**config.mk**
```make
export PLATFORM = sky130hd
export DESIGN_NAME = instr_decode_stage
export DESIGN_NICKNAME = d
export VERILOG_FILES = /design/src/rtl/decode_pkg.sv /design/src/rtl/decode_fifo.sv /design/src/rtl/instr_decode_stage.sv
export SDC_FILE = /design/constraint.sdc
export NUM_CORES = 1
export LEC_CHECK = 0
export ABC_AREA = 1
export CAP_MARGIN = 10
export CORE_UTILIZATION = 56
export CTS_CLUSTER_SIZE = 40
export DETAILED_ROUTE_END_ITERATION = 10
export PLACE_DENSITY_LB_ADDON = 0.3
export REMOVE_ABC_BUFFERS = 1
export SLEW_MARGIN = 5
export SYNTH_ARGS = -nofsm -noshare
export SYNTH_HDL_FRONTEND = slang
export SYNTH_HIERARCHICAL = 1
export SYNTH_SLANG_ARGS = --single-unit
export TNS_END_PERCENT = 1
```
**constraint.sdc**
```tcl
create_clock -name clock -period 14.4 [get_ports clock]
set_clock_uncertainty 0.15 [all_clocks]
set_input_delay 2.16 -clock clock [delete_from_list [all_inputs] [get_ports clock]]
set_output_delay 2.16 -clock clock [all_outputs]
set_load 0.03 [all_outputs]
```
**src/rtl/decode_pkg.sv**
```systemverilog
`default_nettype none
// ============================================================================
//  Module      : decode_pkg
//  Description : Shared widths, instruction field positions, opcode constants,
//                class / FSM enumerations and the combinational decode helper
//                for the instruction decode stage.
//  Revision    : 1.0 - initial release
// ============================================================================
package decode_pkg;

    localparam int INSTR_W  = 41;
    localparam int PC_W     = 17;
    localparam int OPC_W    = 9;
    localparam int OPND_W   = 16;
    localparam int CLASS_W  = 3;
    localparam int ALUOP_W  = 6;
    localparam int ENTRY_W  = PC_W + INSTR_W;

    // Instruction word field positions
    localparam int OPC_LSB  = 0;
    localparam int OPC_MSB  = 8;
    localparam int OPA_LSB  = 9;
    localparam int OPA_MSB  = 24;
    localparam int OPB_LSB  = 25;
    localparam int OPB_MSB  = 40;

    // Opcode constants
    localparam logic [OPC_W-1:0] OPC_NOP    = 9'h000;
    localparam logic [OPC_W-1:0] OPC_ALU_LO = 9'h001;
    localparam logic [OPC_W-1:0] OPC_ALU_HI = 9'h03F;
    localparam logic [OPC_W-1:0] OPC_LOAD   = 9'h040;
    localparam logic [OPC_W-1:0] OPC_STORE  = 9'h041;
    localparam logic [OPC_W-1:0] OPC_JUMP   = 9'h080;
    localparam logic [OPC_W-1:0] OPC_BRZ    = 9'h081;
    localparam logic [OPC_W-1:0] OPC_HALT   = 9'h1FF;

    typedef enum logic [CLASS_W-1:0] {
        CLS_NOP     = 3'd0,
        CLS_ALU     = 3'd1,
        CLS_LOAD    = 3'd2,
        CLS_STORE   = 3'd3,
        CLS_JUMP    = 3'd4,
        CLS_BRZ     = 3'd5,
        CLS_HALT    = 3'd6,
        CLS_ILLEGAL = 3'd7
    } class_e;

    typedef enum logic [0:0] {
        ST_RUN  = 1'b0,
        ST_HALT = 1'b1
    } state_e;

    typedef struct packed {
        class_e              cls;
        logic [ALUOP_W-1:0]  alu_op;
        logic [OPND_W-1:0]   opa;
        logic [OPND_W-1:0]   opb;
        logic                illegal;
    } bundle_t;

    // Pure decode of one instruction word into its output bundle fields.
    function automatic bundle_t decode_instr(input logic [INSTR_W-1:0] instr);
        bundle_t           b;
        logic [OPC_W-1:0]  opc;
        opc       = instr[OPC_MSB:OPC_LSB];
        b.cls     = CLS_ILLEGAL;
        b.alu_op  = '0;
        b.opa     = instr[OPA_MSB:OPA_LSB];
        b.opb     = instr[OPB_MSB:OPB_LSB];
        b.illegal = 1'b0;
        if (opc == OPC_NOP) begin
            b.cls = CLS_NOP;
        end else if (opc >= OPC_ALU_LO && opc <= OPC_ALU_HI) begin
            b.cls    = CLS_ALU;
            b.alu_op = opc[ALUOP_W-1:0];
        end else if (opc == OPC_LOAD) begin
            b.cls = CLS_LOAD;
        end else if (opc == OPC_STORE) begin
            b.cls = CLS_STORE;
        end else if (opc == OPC_JUMP) begin
            b.cls = CLS_JUMP;
        end else if (opc == OPC_BRZ) begin
            b.cls = CLS_BRZ;
        end else if (opc == OPC_HALT) begin
            b.cls = CLS_HALT;
        end else begin
            // Undefined opcodes carry no operands downstream
            b.cls     = CLS_ILLEGAL;
            b.illegal = 1'b1;
            b.opa     = '0;
            b.opb     = '0;
        end
        return b;
    endfunction

endpackage
`default_nettype wire

```
**src/rtl/decode_fifo.sv**
```systemverilog
`default_nettype none
// ============================================================================
//  Module      : decode_fifo
//  Description : Small synchronous FIFO buffering fetched {pc, instr} entries
//                ahead of the decode output register. Head entry is presented
//                combinationally on o_rdata.
//  Revision    : 1.0 - initial release
// ============================================================================
module decode_fifo #(
    parameter int DEPTH = 2,
    parameter int WIDTH = 58
) (
    input  logic             clk,
    input  logic             rst,
    input  logic             i_flush,
    input  logic             i_push,
    input  logic             i_pop,
    input  logic [WIDTH-1:0] i_wdata,
    output logic [WIDTH-1:0] o_rdata,
    output logic             o_full,
    output logic             o_empty
);

    localparam int c_ADDR_W = (DEPTH > 1) ? $clog2(DEPTH) : 1;

    logic [WIDTH-1:0]    r_mem [DEPTH];
    logic [c_ADDR_W-1:0] r_wptr;
    logic [c_ADDR_W-1:0] r_rptr;
    logic [c_ADDR_W:0]   r_count;

    // Pointer and occupancy update; DEPTH is a power of two so pointers wrap naturally
    always_ff @(posedge clk) begin
        if (rst || i_flush) begin
            r_wptr  <= '0;
            r_rptr  <= '0;
            r_count <= '0;
        end else begin
            if (i_push) r_wptr <= r_wptr + c_ADDR_W'(1);
            if (i_pop)  r_rptr <= r_rptr + c_ADDR_W'(1);
            case ({i_push, i_pop})
                2'b10:   r_count <= r_count + (c_ADDR_W+1)'(1);
                2'b01:   r_count <= r_count - (c_ADDR_W+1)'(1);
                default: r_count <= r_count;
            endcase
        end
    end

    // Storage write; contents need no reset since occupancy gates visibility
    always_ff @(posedge clk) begin
        if (i_push && !rst && !i_flush) r_mem[r_wptr] <= i_wdata;
    end

    assign o_rdata = r_mem[r_rptr];
    assign o_full  = (r_count == (c_ADDR_W+1)'(DEPTH));
    assign o_empty = (r_count == '0);

endmodule
`default_nettype wire

```
**src/rtl/instr_decode_stage.sv**
```systemverilog
`default_nettype none
// ============================================================================
//  Module      : instr_decode_stage
//  Description : Pipeline decode stage: buffers fetched instructions, decodes
//                them into a registered output bundle with valid/ready
//                handshake, and stalls in a HALT state after issuing a HALT
//                instruction until resume. flush discards all pending work.
//                Optional macro DECODE_STATS_EN adds saturating handshake
//                counters stat_decoded / stat_illegal.
//  Revision    : 1.0 - initial release
// ============================================================================
module instr_decode_stage
    import decode_pkg::*;
#(
    parameter int FIFO_DEPTH = 2
) (
    input  logic                clock,
    input  logic                reset,
    input  logic                in_valid,
    output logic                in_ready,
    input  logic [INSTR_W-1:0]  in_instr,
    input  logic [PC_W-1:0]     in_pc,
    input  logic                flush,
    input  logic                resume,
    output logic                out_valid,
    input  logic                out_ready,
    output logic [PC_W-1:0]     out_pc,
    output logic [CLASS_W-1:0]  out_class,
    output logic [ALUOP_W-1:0]  out_alu_op,
    output logic [OPND_W-1:0]   out_opa,
    output logic [OPND_W-1:0]   out_opb,
    output logic                out_illegal,
    output logic                halted
`ifdef DECODE_STATS_EN
    ,
    output logic [15:0]         stat_decoded,
    output logic [15:0]         stat_illegal
`endif
);

    state_e              r_state;
    state_e              w_state_next;

    logic                w_fifo_full;
    logic                w_fifo_empty;
    logic [ENTRY_W-1:0]  w_fifo_rdata;
    logic                w_push;
    logic                w_load;
    logic                w_out_fire;

    logic [PC_W-1:0]     w_head_pc;
    logic [INSTR_W-1:0]  w_head_instr;
    bundle_t             w_head_dec;

    logic                r_out_valid;
    logic [PC_W-1:0]     r_out_pc;
    logic [CLASS_W-1:0]  r_out_class;
    logic [ALUOP_W-1:0]  r_out_alu_op;
    logic [OPND_W-1:0]   r_out_opa;
    logic [OPND_W-1:0]   r_out_opb;
    logic                r_out_illegal;

    // Input side depends only on local state and flush, never on out_ready
    assign in_ready   = !w_fifo_full && (r_state == ST_RUN) && !flush && !reset;
    assign w_push     = in_valid && in_ready;
    assign w_out_fire = r_out_valid && out_ready;
    assign w_load     = !w_fifo_empty && (r_state == ST_RUN) && !flush
                        && (!r_out_valid || out_ready);

    assign w_head_pc    = w_fifo_rdata[ENTRY_W-1:INSTR_W];
    assign w_head_instr = w_fifo_rdata[INSTR_W-1:0];
    assign w_head_dec   = decode_instr(w_head_instr);

    decode_fifo #(
        .DEPTH (FIFO_DEPTH),
        .WIDTH (ENTRY_W)
    ) u_fifo (
        .clk     (clock),
        .rst     (reset),
        .i_flush (flush),
        .i_push  (w_push),
        .i_pop   (w_load),
        .i_wdata ({in_pc, in_instr}),
        .o_rdata (w_fifo_rdata),
        .o_full  (w_fifo_full),
        .o_empty (w_fifo_empty)
    );

    // FSM state register
    always_ff @(posedge clock) begin
        if (reset) r_state <= ST_RUN;
        else       r_state <= w_state_next;
    end

    // FSM next state: halt once a HALT bundle is issued, resume releases, flush wins
    always_comb begin
        w_state_next = r_state;
        case (r_state)
            ST_RUN:  if (w_load && (w_head_dec.cls == CLS_HALT)) w_state_next = ST_HALT;
            ST_HALT: if (resume) w_state_next = ST_RUN;
            default: w_state_next = ST_RUN;
        endcase
        if (flush) w_state_next = ST_RUN;
    end

    // Output bundle register: load from FIFO head, drop valid on handshake
    always_ff @(posedge clock) begin
        if (reset || flush) begin
            r_out_valid   <= 1'b0;
            r_out_pc      <= '0;
            r_out_class   <= '0;
            r_out_alu_op  <= '0;
            r_out_opa     <= '0;
            r_out_opb     <= '0;
            r_out_illegal <= 1'b0;
        end else if (w_load) begin
            r_out_valid   <= 1'b1;
            r_out_pc      <= w_head_pc;
            r_out_class   <= w_head_dec.cls;
            r_out_alu_op  <= w_head_dec.alu_op;
            r_out_opa     <= w_head_dec.opa;
            r_out_opb     <= w_head_dec.opb;
            r_out_illegal <= w_head_dec.illegal;
        end else if (w_out_fire) begin
            r_out_valid   <= 1'b0;
        end
    end

    assign out_valid   = r_out_valid;
    assign out_pc      = r_out_pc;
    assign out_class   = r_out_class;
    assign out_alu_op  = r_out_alu_op;
    assign out_opa     = r_out_opa;
    assign out_opb     = r_out_opb;
    assign out_illegal = r_out_illegal;
    assign halted      = (r_state == ST_HALT);

`ifdef DECODE_STATS_EN
    logic [15:0] r_stat_decoded;
    logic [15:0] r_stat_illegal;

    // Saturating handshake counters; only reset clears them, flush does not
    always_ff @(posedge clock) begin
        if (reset) begin
            r_stat_decoded <= '0;
            r_stat_illegal <= '0;
        end else if (w_out_fire) begin
            if (r_stat_decoded != 16'hFFFF) r_stat_decoded <= r_stat_decoded + 16'd1;
            if (r_out_illegal && (r_stat_illegal != 16'hFFFF))
                r_stat_illegal <= r_stat_illegal + 16'd1;
        end
    end

    assign stat_decoded = r_stat_decoded;
    assign stat_illegal = r_stat_illegal;
`endif

endmodule
`default_nettype wire

```
==> results.sh, run 1 <==
export IMPL_syn_area_per_cell_sq_um=13.3
export IMPL_die_area_sq_um=12800
export IMPL_synth_top_cell_area_share_pct=50.3
export IMPL_hold_end="out_opa[0]"
export IMPL_worstPathRequired_ps=12090
export IMPL_cp_cell_sequence="clkdlybuf4s50_1 -> nor2_1 -> buf_4 -> clkinv_1 -> buf_4 -> nor3_1 -> clkdlybuf4s50_1"
export IMPL_die_width_um=113
export IMPL_path_class="in -> out"
export IMPL_insertedDiodeCount=0
export IMPL_ys_seq_elements=182
export IMPL_grt_pass1_wl_um=22600
export IMPL_cp_end_kind="output pin"
export IMPL_worstSetupStartpointType="input port"
export IMPL_clock_path_buffers=2
export IMPL_netlist_area_sq_um=6920
export IMPL_status="completed"
export IMPL_cts_repair_resized=0
export IMPL_num_rows=40
export IMPL_nFillCells=819
export IMPL_yosysWarningCount=6
export IMPL_grt_ovfl_total=0
export IMPL_cts_tree="built"
export IMPL_antenna_left=0
export IMPL_grt_pass1_vias=4598
export IMPL_nets=709
export IMPL_period_share_pct=46.4
export IMPL_htree_levels=4
export IMPL_power_leakage_nw=2.99
export IMPL_worstMarginPinSlew_ps=1060
export IMPL_grt_antenna_before_repair=0
export IMPL_hold_path_class="reg -> reg"
export IMPL_grt_max_degree=66
export IMPL_insertion_delay_ps=430
export IMPL_num_vias=4422
export IMPL_start_util_pct=57.6
export IMPL_first_pass_iters=5
export IMPL_max_freq_mhz=150
export IMPL_synth_distinct_cells=30
export IMPL_power_density_nw_per_um2=122
export IMPL_synth_area_leader_cell="edfxtp_1"
export IMPL_slew_headroom_pct=29.5
export IMPL_min_period_ps=6690
export IMPL_cts_setup_buffers=0
export IMPL_maxCapViolations=0
export IMPL_min_from="out_opa[0]"
export IMPL_vias_per_cell=5.50
export IMPL_reg2reg_depth=8
export IMPL_rsz0062_at_grt="false"
export IMPL_worst_path_largest_cell_delay_ps=720
export IMPL_wl_per_cell_um=17.7
export IMPL_wl_um=14200
export IMPL_post_route_util_pct=74.0
export IMPL_dp_hpwl_um=8340
export IMPL_core_region_area_sq_um=12000
export IMPL_ctsHoldBuffers=0
export IMPL_slowest_stage="clkdlybuf4s50_1"
export IMPL_io_pin_count=126
export IMPL_multi_input_area_sq_um=1890
export IMPL_drt_iter0_markers=206
export IMPL_seq_area_frac_synth_pct=69.4
export IMPL_cts_root_buf="clkbuf_16"
export IMPL_drive_above_1_share_pct=17.4
export IMPL_clock_sinks=182
export IMPL_regArea_sq_um=4810
export IMPL_hold_depth=2
export IMPL_cts_buffers=17
export IMPL_syn_inst=521
export IMPL_r2r_end="out_opb[11]"
export IMPL_synthTopCellsByArea="edfxtp_1 50%, dfxtp_1 19%, mux2_2 6.2%"
export IMPL_dieHeight_um=113
export IMPL_areaGrowthSynthToFinish_pct=28.3
export IMPL_regToRegSetupSlack_ps=11400
export IMPL_finalSetupViolCount=0
export IMPL_cp_max_fo=42
export IMPL_hold_viol_final=0
export IMPL_ir_worst_vdd_mv=0.0988
export IMPL_drc=0
export IMPL_slew_violations=0
export IMPL_cts_clk_slew_worst_paths_ps=60
export IMPL_cp_arrival_ps=4380
export IMPL_finalSetupTns_ps=0
export IMPL_gp_congestion=0.804
export IMPL_gr_usage_all_layers_pct=23.6
export IMPL_io_buffer_count=125
## kinds of logic (layout without fill, tap and decap cells)
logic type	after synthesis	in the layout	synth area share, %
AO/OA/AOI/OAI	66	66	4.84
XOR/XNOR	1	1	0.127
adder cells (fa/ha/maj)	1	1	0.181
buffers and inverters	46	182	3.52
flip-flops	182	182	69.4
multiplexers	58	58	10.5
AND/OR/NAND/NOR	167	167	11.4
## state kept, by name, indices dropped and copies added, names as in the netlist, 2 cells and up, named ones only
register        flops
out_class           3
out_alu_op          6
u_fifo/r_count      2
out_opa            16
out_pc             17
out_opb            16
u_fifo/r_mem      116
## metal layers
layer / GRT usage [%] / up-vias / share of wire, %
met1: 26.8 / 2177 / 40
met5: 0 / - / 0
met4: 10.0 / 0 / 1.9
met3: 4.98 / 29 / 4.4
li1: - / 2094 / -
met2: 42.8 / 122 / 54
## through the flow
step	setup WS (ps)	cells	area, sq um	hold WS [ps]	power, mW
2_1_floorplan	5000	494	6750	294	0.582
4_1_cts	7720	804	8880	316	1.09
3_3_place_gp	7830	772	8250	302	0.606
3_5_place_dp	7740	772	8250	308	0.608
6_report	7710	804	8880	314	1.08
5_1_grt	7580	804	8880	330	1.11
## final cells by class
| type | instances | area share (%) |
|---|---|---|
| Clock buffer | 27 | 6.27 |
| Clock inverter | 5 | 0.901 |
| Inverter | 19 | 0.803 |
| Multi-Input combinational cell | 293 | 21.3 |
| Sequential cell | 182 | 54.1 |
| Tap cell | 147 | 2.07 |
| Timing Repair Buffer | 131 | 14.6 |
## critical path, delay by kind of cell
family | cells | cell delay, ps
simple gates | 2 | 370
buf+inv | 5 | 1820
## cells in the mapped netlist, drive strengths merged
library cell	count
edfxtp	116
dfxtp	66
nor2	65
mux2	58
nand2	53
a21oi	43
nand3	38
o21ai	21
inv	18
buf	17
clkbuf	10
nand4	6
nor3	3
a22oi	1
and2	1
clkinv	1
ha	1
nand3b	1
o211ai	1
xnor2	1
## report_power, final
| group | internal (mW) | total, mW | switching [mW] |
|---|---|---|---|
| clock network | 0.301 | 0.484 | 0.183 |
| logic | 0.0210 | 0.0385 | 0.0175 |
| registers | 0.557 | 0.559 | 0.00165 |
## worst max-delay path by stage
stage          start            endpoint  slack, ps  cells past startpoint
5_1_grt        flush            in_ready       7580                      7
2_1_floorplan  flush  u_fifo/r_mem[1][0]       5000                      6
3_5_place_dp   flush            in_ready       7740                      7
4_1_cts        flush            in_ready       7720                      7
6_report       flush            in_ready       7710                      7
3_3_place_gp   flush            in_ready       7830                      7
## placed cells by master, fill, tap and decap left out, types with 4 or more instances in the layout
cell,synthesis,layout
mux2_2,38,38
edfxtp_1,116,116
nand3_2,10,10
dfxtp_1,66,65
nand3_1,28,28
nand4_1,6,6
clkbuf_16,0,20
nor2_1,60,59
nand2_1,52,52
buf_4,1,6
o21ai_0,21,21
clkdlybuf4s50_1,0,125
a21oi_1,43,43
mux2_4,20,20
clkbuf_1,10,4
inv_1,16,16
Note: power is estimated with default switching activity, not from simulation.
==> run 2: changes to the inputs <==
--- a/config.mk
+++ b/config.mk
@@ -7,7 +7,7 @@
 export LEC_CHECK = 0
 export ABC_AREA = 1
 export CAP_MARGIN = 10
-export CORE_UTILIZATION = 56
+export CORE_UTILIZATION = 52
 export CTS_CLUSTER_SIZE = 40
 export DETAILED_ROUTE_END_ITERATION = 10
 export PLACE_DENSITY_LB_ADDON = 0.3
==> constraint.sdc (replaced) <==
create_clock -name clock -period 6.5 [get_ports clock]
set_clock_uncertainty 0.15 [all_clocks]
set_input_delay 0.975 -clock clock [delete_from_list [all_inputs] [get_ports clock]]
set_output_delay 0.975 -clock clock [all_outputs]
set_load 0.03 [all_outputs]
==> run 2 against run 1 <==
Final cell count up 3.1%; register-to-register slack got worse by 7800 ps; first-iteration DRC count increased by 6.8%; critical path type unchanged; final area is 0.61% higher; non-clock buffer count did not move; highest routed layer unchanged.
==> results.sh, run 2 (synthesized netlist as in run 1, its figures left out) <==
export IMPL_slowest_stage="clkdlybuf4s50_1"
export IMPL_slew_violations=0
export IMPL_grt_max_degree=66
export IMPL_antenna_left=0
export IMPL_num_vias=4342
export IMPL_cts_tree="built"
export IMPL_worstMarginPinSlew_ps=1090
export IMPL_worstPathRequired_ps=5370
export IMPL_drc=0
export IMPL_die_area_sq_um=13800
export IMPL_grt_ovfl_total=0
export IMPL_crit_buf_inv=4
export IMPL_areaGrowthSynthToFinish_pct=29.1
export IMPL_post_route_util_pct=69.7
export IMPL_hold_end="out_opa[9]"
export IMPL_final_cells=829
export IMPL_cp_cell_sequence="clkdlybuf4s50_1 -> nor2_1 -> buf_4 -> clkinv_1 -> nor3_1 -> clkdlybuf4s50_1"
export IMPL_insertedDiodeCount=0
export IMPL_min_from="out_opa[9]"
export IMPL_clock_path_buffers=2
export IMPL_cts_buffers=17
export IMPL_dp_cells=797
export IMPL_hold_path_class="reg -> reg"
export IMPL_cts_repair_resized=0
export IMPL_power_density_nw_per_um2=275
export IMPL_gr_usage_all_layers_pct=21.8
export IMPL_cts_clk_slew_worst_paths_ps=60
export IMPL_vias_per_cell=5.24
export IMPL_drive_above_1_share_pct=17.7
export IMPL_wl_per_cell_um=17.2
export IMPL_core_region_area_sq_um=12800
export IMPL_die_width_um=117
export IMPL_regToRegSetupSlack_ps=3580
export IMPL_start_util_pct=54.0
export IMPL_cts_root_buf="clkbuf_16"
export IMPL_regMostFlops="u_fifo/r_mem"
export IMPL_htree_levels=4
export IMPL_power_leakage_nw=3.00
export IMPL_nFillCells=892
export IMPL_p_seq_share_pct=50.3
export IMPL_status="completed"
export IMPL_ir_worst_vdd_mv=0.179
export IMPL_r2r_end="out_opa[5]"
export IMPL_max_freq_mhz=252
export IMPL_hold_viol_final=0
export IMPL_grt_pass1_vias=4601
export IMPL_maxCapViolations=0
export IMPL_layout_common_cells="125 x clkdlybuf4s50_1, 116 x edfxtp_1, 65 x dfxtp_1"
export IMPL_finalSetupViolCount=0
export IMPL_grt_antenna_before_repair=0
export IMPL_cp_end_kind="output pin"
export IMPL_crit_family="buffers and inverters"
export IMPL_gp_congestion=0.813
export IMPL_rsz0062_at_grt="false"
export IMPL_nets=709
export IMPL_fin_hold_ws_ps=312
export IMPL_regArea_sq_um=4810
export IMPL_dieHeight_um=117
export IMPL_insertion_delay_ps=420
export IMPL_min_period_ps=3970
export IMPL_multi_input_area_sq_um=1890
export IMPL_crit_top_cell="clkdlybuf4s50_1"
export IMPL_cp_max_fo=21
export IMPL_ctsHoldBuffers=0
export IMPL_p_int_mw=2.00
export IMPL_worst_path_largest_cell_delay_ps=720
export IMPL_reg2reg_depth=8
export IMPL_grt_pass1_wl_um=23000
export IMPL_clock_sinks=182
export IMPL_slew_headroom_pct=27.1
export IMPL_hold_depth=2
export IMPL_largest_reg_flops=116
export IMPL_clockPowerShare_pct=46.2
export IMPL_p_switching_mw=0.460
export IMPL_finalSetupTns_ps=0
export IMPL_cp_arrival_ps=2840
export IMPL_layout_commonest_cell="clkdlybuf4s50_1"
export IMPL_period_share_pct=61.0
export IMPL_cts_setup_buffers=0
export IMPL_comb_power_share_pct=3.5
export IMPL_wl_um=14300
export IMPL_num_rows=41
export IMPL_power_mw=2.46
export IMPL_drt_iter0_markers=220
export IMPL_dp_hpwl_um=8470
export IMPL_worstSetupStartpointType="input port"
export IMPL_switching_share_pct=18.7
export IMPL_path_class="in -> out"
export IMPL_io_pin_count=126
export IMPL_first_pass_iters=4
export IMPL_io_buffer_count=125
## run 2: final cells by class
| class | count | area share (%) |
|---|---|---|
| sequential | 182 | 53.8 |
| multi-input combinational | 293 | 21.1 |
| timing repair buffer | 131 | 14.5 |
| clock buffer | 18 | 4.80 |
| clock inverter | 14 | 2.58 |
| tap | 172 | 2.41 |
| inverter | 19 | 0.798 |
## run 2: worst max-delay path by stage
stage          start            endpoint  depth (start not counted)
2_1_floorplan  flush  u_fifo/r_mem[1][0]                          6
3_3_place_gp   flush  u_fifo/r_mem[0][6]                          9
3_5_place_dp   flush  u_fifo/r_mem[0][7]                          9
4_1_cts        flush            in_ready                          6
5_1_grt        flush            in_ready                          6
6_report       flush            in_ready                          6
## run 2: tightest hold or removal path, delay by kind of cell (launching register included)
kind | cells | cell delay (ps)
DFF | 1 | 310
and+or+nand+nor | 1 | 60
AOI/OAI and AO/OA | 1 | 50
## run 2: per-stage QoR
stage	setup slack, ps	instance area, sq um
after floorplan	-1720	6750
after global placement	2330	8280
after detailed placement	2270	8280
after CTS	2540	8940
after global routing	2460	8940
final	2530	8940
## run 2: power groups by stage
stage | sequential (mW) | clock [mW] | combinational [mW]
floorplan | 1.27 | 0 | 0.0244
global placement | 1.26 | 0 | 0.0823
detailed placement | 1.26 | 0 | 0.0853
CTS | 1.24 | 1.15 | 0.0860
global route | 1.24 | 1.20 | 0.0916
finish | 1.24 | 1.14 | 0.0858
## run 2: layer usage
layer,track usage (%),vias up,part of all wire (%)
met2,38.4,121,53
met1,25.3,2107,41
li1,-,2091,-
met4,9.58,0,1.9
met5,0,-,0
met3,4.86,23,4.5
==> run 3: changes to the inputs <==
--- a/config.mk
+++ b/config.mk
@@ -7,7 +7,7 @@
 export LEC_CHECK = 0
 export ABC_AREA = 1
 export CAP_MARGIN = 10
-export CORE_UTILIZATION = 52
+export CORE_UTILIZATION = 47
 export CTS_CLUSTER_SIZE = 40
 export DETAILED_ROUTE_END_ITERATION = 10
 export PLACE_DENSITY_LB_ADDON = 0.3
==> constraint.sdc (replaced) <==
create_clock -name clock -period 3.5 [get_ports clock]
set_clock_uncertainty 0.15 [all_clocks]
set_input_delay 0.525 -clock clock [delete_from_list [all_inputs] [get_ports clock]]
set_output_delay 0.525 -clock clock [all_outputs]
set_load 0.03 [all_outputs]
==> run 3 against run 2 <==
Core utilization is 6.9 points lower; hold slack better by 2.5 ps; final area is 0.52% lower; flip-flop and latch count stayed put; non-clock buffer count is 5 higher; via count is 0.51% lower; die area is 10% higher.
==> results.sh, run 3 (synthesized netlist as in run 1, its figures left out) <==
export IMPL_worst_path_largest_cell_delay_ps=640
export IMPL_power_density_nw_per_um2=475
export IMPL_dieHeight_um=123
export IMPL_first_pass_iters=4
export IMPL_die_width_um=123
export IMPL_grt_pass1_wl_um=22000
export IMPL_dp_hpwl_um=8900
export IMPL_areaGrowthSynthToFinish_pct=28.4
export IMPL_drive_above_1_share_pct=17.6
export IMPL_hold_viol_final=0
export IMPL_p_seq_share_pct=54.4
export IMPL_switching_share_pct=19.0
export IMPL_layout_common_cells="124 x clkdlybuf4s50_1, 116 x edfxtp_1, 65 x dfxtp_1"
export IMPL_antenna_left=0
export IMPL_grt_pass1_vias=4353
export IMPL_wl_um=14000
export IMPL_cts_setup_buffers=0
export IMPL_slew_violations=0
export IMPL_wl_per_cell_um=16.6
export IMPL_io_pin_count=126
export IMPL_start_util_pct=48.9
export IMPL_min_period_ps=2630
export IMPL_cts_tree="built"
export IMPL_worstMarginPinSlew_ps=484
export IMPL_htree_levels=4
export IMPL_fin_hold_ws_ps=314
export IMPL_layout_commonest_cell="clkdlybuf4s50_1"
export IMPL_ir_worst_vdd_mv=0.291
export IMPL_comb_power_share_pct=3.8
export IMPL_p_switching_mw=0.800
export IMPL_grt_antenna_before_repair=0
export IMPL_cp_cell_sequence="mux2_2 -> nor2_1 -> nand3_1 -> nor2_1 -> nor2_2 -> nand2_4 -> nand3_1 -> a21oi_1"
export IMPL_cp_arrival_ps=2820
export IMPL_ctsHoldBuffers=0
export IMPL_clockPowerShare_pct=41.7
export IMPL_slowest_stage="dfxtp_4"
export IMPL_largest_reg_flops=116
export IMPL_num_vias=4320
export IMPL_max_freq_mhz=380
export IMPL_regMostFlops="u_fifo/r_mem"
export IMPL_power_leakage_nw=2.99
export IMPL_grt_ovfl_total=0
export IMPL_cp_end_kind="flip-flop"
export IMPL_drt_iter0_markers=268
export IMPL_p_int_mw=3.42
export IMPL_status="completed"
export IMPL_slew_headroom_pct=67.7
export IMPL_gr_usage_all_layers_pct=19.6
export IMPL_insertedDiodeCount=0
export IMPL_crit_buf_inv=0
export IMPL_gp_congestion=0.917
export IMPL_path_class="reg -> reg"
export IMPL_worstPathRequired_ps=3690
export IMPL_cp_max_fo=33
export IMPL_nets=714
export IMPL_rsz0062_at_grt="false"
export IMPL_cts_clk_slew_worst_paths_ps=60
export IMPL_worstSetupStartpointType="flip-flop"
export IMPL_cts_repair_resized=0
export IMPL_hold_path_class="reg -> reg"
export IMPL_crit_family="simple AND/OR/NAND/NOR gates"
export IMPL_finalSetupViolCount=0
export IMPL_insertion_delay_ps=420
export IMPL_cts_buffers=17
export IMPL_cts_root_buf="clkbuf_16"
export IMPL_die_area_sq_um=15200
export IMPL_num_rows=43
export IMPL_vias_per_cell=5.14
export IMPL_finalSetupTns_ps=0
export IMPL_io_buffer_count=125
export IMPL_clock_path_buffers=2
export IMPL_period_share_pct=75.1
export IMPL_clock_sinks=182
export IMPL_maxCapViolations=0
export IMPL_drc=0
export IMPL_core_region_area_sq_um=14100
export IMPL_grt_max_degree=46
run 3: final timing paths:
path,startpoint,endpoint,slack [ps],depth (start not counted)
max,flip-flop,out_opb[8],870,8
min,out_opa[14],out_opa[14],310,2
max reg2reg,flip-flop,out_opb[8],870,8
min reg2reg,out_opa[14],out_opa[14],310,2
run 3: cell type report:
class / instances / area [sq um]
timing repair buffer: 136 / 1360
tap: 180 / 225
clock buffer: 25 / 495
fill: 1068 / 5260
clock inverter: 5 / 47.5
sequential: 182 / 4810
multi-input combinational: 293 / 1890
inverter: 19 / 71.3
run 3: worst register-to-register path, delay by kind of cell (launching register included):
| family | cells | cell delay (ps) |
|---|---|---|
| AND/OR/NAND/NOR | 6 | 1150 |
| AO/OA/AOI/OAI | 1 | 180 |
| multiplexers | 1 | 440 |
| flip-flops | 1 | 640 |
run 3: routing by layer:
| metal | track usage, % | part of all wire, % | vias to the layer above |
|---|---|---|---|
| li1 | - | - | 2092 |
| met1 | 23.9 | 43 | 2101 |
| met2 | 33.4 | 51 | 106 |
| met3 | 4.06 | 3.9 | 21 |
| met4 | 8.51 | 1.9 | 0 |
| met5 | 0 | 0 | - |
run 3: power groups by stage:
stage          logic, mW  clock network (mW)  registers, mW
2_1_floorplan     0.0453                   0           2.35
3_3_place_gp       0.159                   0           2.34
3_5_place_dp       0.163                   0           2.34
4_1_cts            0.164                1.80           2.30
5_1_grt            0.174                1.88           2.30
6_report           0.162                1.76           2.30
run 3: stage by stage:
stage                     instance area, sq um  worst slack, ps  total power [mW]  cells  util (%)
after floorplan                           6750            -4270              2.40    494         -
after global placement                    8350              749              2.50    810      59.0
after detailed placement                  8350              734              2.51    810      59.0
after CTS                                 8890              857              4.26    840      62.8
after global routing                      8890              701              4.35    840      62.8
final                                     8890              871              4.22    840      62.8
